File: src/rtl/pc_stack.sv
// pc_stack: shift-register return-address stack for a PIC10F200-class core; stk[0] is TOS.
// Optional macro PC_STACK_WRAP_EN: push while full discards the oldest entry (PIC behaviour) instead of being ignored.
module pc_stack #(
    parameter int DEPTH = 2,
    parameter int AW    = 9,
    localparam int LW   = $clog2(DEPTH + 1)
) (
    input  logic          clk,
    input  logic          rst,
    input  logic          push,
    input  logic          pop,
    input  logic [AW-1:0] push_data,
    input  logic          clr_flags,
    output logic [AW-1:0] tos,
    output logic [LW-1:0] level,
    output logic          empty,
    output logic          full,
    output logic          ovf,
    output logic          unf
);

`ifdef PC_STACK_WRAP_EN
    localparam bit WRAP_EN = 1'b1;
`else
    localparam bit WRAP_EN = 1'b0;
`endif

    logic [AW-1:0] stk     [DEPTH];
    logic [AW-1:0] stk_nxt [DEPTH];
    logic [LW-1:0] level_nxt;
    logic          ovf_set;
    logic          unf_set;

    assign tos   = stk[0];
    assign empty = (level == '0);
    assign full  = (level == LW'(DEPTH));

    // Simultaneous push+pop only replaces TOS, so it never raises a flag.
    assign ovf_set = push && !pop && full;
    assign unf_set = pop && !push && empty;

    always_comb begin
        stk_nxt   = stk;
        level_nxt = level;
        unique case ({push, pop})
            2'b11: stk_nxt[0] = push_data;
            2'b10: begin
                if (!full || WRAP_EN) begin
                    for (int i = 1; i < DEPTH; i++) stk_nxt[i] = stk[i-1];
                    stk_nxt[0] = push_data;
                end
                if (!full) level_nxt = level + LW'(1);
            end
            2'b01: begin
                // Bottom entry is left in place, so it gets duplicated upward.
                for (int i = 0; i < DEPTH - 1; i++) stk_nxt[i] = stk[i+1];
                if (!empty) level_nxt = level - LW'(1);
            end
            default: ;
        endcase
    end

    always_ff @(posedge clk) begin
        if (rst) begin
            for (int i = 0; i < DEPTH; i++) stk[i] <= '0;
            level <= '0;
            ovf   <= 1'b0;
            unf   <= 1'b0;
        end else begin
            stk   <= stk_nxt;
            level <= level_nxt;
            // A set event in the same cycle beats clr_flags.
            ovf   <= ovf_set | (ovf & ~clr_flags);
            unf   <= unf_set | (unf & ~clr_flags);
        end
    end

endmodule

File: config.mk
export PLATFORM = sky130hd
export DESIGN_NAME = pc_stack
export DESIGN_NICKNAME = d
export VERILOG_FILES = /design/src/rtl/pc_stack.sv
export SDC_FILE = /design/constraint.sdc
export NUM_CORES = 1
export LEC_CHECK = 0
export ABC_AREA = 0
export BUFFER_PORTS_ARGS = -buffer_cell sky130_fd_sc_hd__buf_2
export CORE_MARGIN = 1.5
export CORE_UTILIZATION = 54
export DETAILED_ROUTE_END_ITERATION = 16
export GPL_ROUTABILITY_DRIVEN = 0
export PLACE_DENSITY = 0.84
export SLEW_MARGIN = 30
export SYNTH_ARGS = -nofsm -noshare
export SYNTH_HDL_FRONTEND = slang
export SYNTH_SLANG_ARGS = --single-unit
File: constraint.sdc
create_clock -name clk -period 3.2 [get_ports clk]
set_input_delay 0.64 -clock clk [delete_from_list [all_inputs] [get_ports clk]]
set_output_delay 0.64 -clock clk [all_outputs]
set_load 0.02 [all_outputs]
==> flow_summary_export.csv <==
group,metric,value,unit
timing,finalHoldViolCount,0,
floorplan,die_w,47.3,µm
placed_design,io_buffers,28,
detailed_routing,vias,811,
job,cap_violations,0,
detailed_routing,ant_nets,0,
layout,layout-drive-gt1-share,0.299,
cts,post_cts_buffers,0,
yosys,avgSynthCellArea,9.61,µm²
detailed_routing,vias_per_cell,5.34,
cts,numCtsBuffers,3,
power,ir_drop,0.409,mV
yosys,syn_area,0.00106,mm²
critical_path,cp.required,2.56,ns
global_routing,grt_use_total,0.205,
cts,hold_buffers,0,
run_status,status,"finished, final reports clean",
timing,fmax,0.509,GHz
cts,cts.repair.resized,0,
yosys,ys_seq_elements,22,
detailed_routing,route.met3.wl,112,µm
detailed_routing,drt-initial-drc-count,22,
timing,slew-limit-headroom,0.602,
critical_path,slowest_delay,0.49,ns
critical_path,crit_chain,"nor2b_4, buf_2",
min_path,whs_path_depth,2,
timing,final.period_utilization,0.614,
layout,layout.nets,145,
layout,area_delta_synth_final,10.5,%
yosys,synthCells,110,
floorplan,io_pins,29,
layout,diodes,0,
timing,tns,0,ns
layout,final_cells,152,
detailed_routing,top_layer_used,"met4",
min_path,hp-class,"reg -> reg",
detailed_routing,wl_per_cell,12.9,µm
floorplan,core,0.00178,mm²
detailed_routing,drc,0,
cts,clk_pin_slew_worst_paths,0.13,ns
global_routing,grt_max_degree,23,
timing,period_minus_slack,1.96,ns
critical_path,r2r_cells,4,
floorplan,die_h,47.3,µm
timing,worst_pin_slew,0.598,ns
detailed_routing,wl_met1,867,µm
power,p_per_area,533,mW/mm²
timing,rsz0062_at_grt,"false",
yosys,synthDistinctLibCells,22,
critical_path,slowest_stage,"dfxtp_1",
timing,fin_skew,0.0180,ns
critical_path,worst_setup_path_end_kind,"output port",
floorplan,num_rows,15,
layout,nFillCells,149,
cts,cts_sinks,22,
placed_design,dp.cells,148,
cts,cts_buffer_depth,2,
critical_path,path_max_fanout,7,
critical_path,start_kind,"register",
timing,hold_slack,0.512,ns
timing,finalMaxSlewViolations,0,
timing,setup-violations-final,0,
critical_path,path_class,"reg -> out",
detailed_routing,wl_met2,978,µm
yosys,ys_seq_area_frac,0.417,
detailed_routing,drtPass1Iterations,4,
cts,cts_tree,"done",
cts,clock_latency,0.32,ns
detailed_routing,wl,1970,µm
global_routing,grt_overflow,0,
global_routing,grt_pass1_vias,739,
critical_path,crit_arrival,1.32,ns
floorplan,start_util,0.593,
yosys,syn_nets,127,
placed_design,post-dp-hpwl,1430,µm
power,leakagePower,0.000556,µW
global_routing,antenna_found_initial,0,
global_routing,grt_pass1_wl,3210,µm
cts,h-tree-depth,1,
yosys,yosys_warnings,0,
layout,fin_util,0.655,
cts,root_buffer,"clkbuf_4",
floorplan,dieArea,0.00223,mm²
## synthesized netlist by cell type
cell / number / area, µm²
dfxtp_1: 22 / 440
nor2_1: 21 / 78.8
mux2i_1: 11 / 110
a22oi_1: 9 / 67.6
buf_4: 9 / 67.6
a211oi_1: 8 / 60.1
a21oi_1: 3 / 15.0
buf_6: 3 / 33.8
clkbuf_1: 3 / 11.3
ha_1: 3 / 37.5
inv_1: 3 / 11.3
nand2_1: 3 / 11.3
nor2b_1: 3 / 18.8
a211oi_2: 1 / 12.5
a21oi_4: 1 / 16.3
and2_1: 1 / 6.26
mux2_2: 1 / 11.3
nand2b_1: 1 / 6.26
nor2_2: 1 / 6.26
nor2b_4: 1 / 13.8
nor3_1: 1 / 5.00
o21ai_4: 1 / 16.3
## layer usage
layer  vias to the layer above  global-route usage
met5                         -                   0
met4                         0              0.0333
met3                         2              0.0577
met2                        23               0.376
met1                       383               0.240
li1                        403                   -
## path summary, 6_finish.rpt
path	slack, ns	endpoint	startpoint
setup / recovery	1.24	full	level[1]
setup reg to reg	1.44	stk[2]	level[1]
hold reg to reg	0.51	stk[7]	stk[7]
hold / removal	0.51	stk[7]	stk[7]
## cells in the final DEF (no fill, tap or decap)
cell type / n
nand2_1: 3
inv_1: 3
nor2_1: 21
a22oi_1: 9
mux2i_1: 11
nor2b_1: 3
a21oi_1: 3
nor2_2: 1
nor2b_4: 1
a211oi_2: 1
a21oi_4: 1
buf_2: 28
o21ai_4: 1
nor3_1: 1
a211oi_1: 8
clkbuf_4: 3
and2_1: 1
ha_1: 3
bufinv_16: 1
dfxtp_1: 22
mux2_2: 1
nand2b_1: 1
## per-stage QoR
| step | area, µm² | power [µW] | setup WS (ns) |
|---|---|---|---|
| finish | 1170 | 623 | 1.24 |
| global route | 1170 | 652 | 1.17 |
| CTS | 1170 | 626 | 1.24 |
| detailed placement | 1120 | 419 | 1.15 |
| global placement | 1120 | 413 | 1.22 |
| floorplan | 1060 | 400 | 1.38 |
## logic make-up after synthesis
kind of cell,synth area share
adder cells (fa/ha/maj),0.0355
AO/OA/AOI/OAI,0.178
buffers and inverters,0.117
flip-flops,0.417
AND/OR/NAND/NOR,0.138
multiplexers,0.115
## flip-flops by register name, indices dropped and copies added, names as in the netlist
signal and cells:
stk 9, tos 9, level 2, unf 1, ovf 1
## report_power, final
group	internal, µW	switching (µW)	total, µW
Sequential	290	12.9	303
Combinational	44.3	64.8	109
Clock	127	84.9	212
## final cells by class
cell class | instances | area (µm²) | share of cell area
clock buffers | 3 | 22.5 | 0.0193
clock inverters | 1 | 30.0 | 0.0257
inverters | 3 | 11.3 | 0.00964
multi-input cells | 70 | 493 | 0.422
flip-flops and latches | 22 | 440 | 0.377
well taps | 25 | 31.3 | 0.0268
repair buffers | 28 | 140 | 0.120
## critical path, delay by kind of cell, from the launching register on
family	cells	cell delay [ns]
simple gates	1	0.31
buf+inv	1	0.21
flops	1	0.49
No activity file was read; power rests on OpenSTA's default activity.
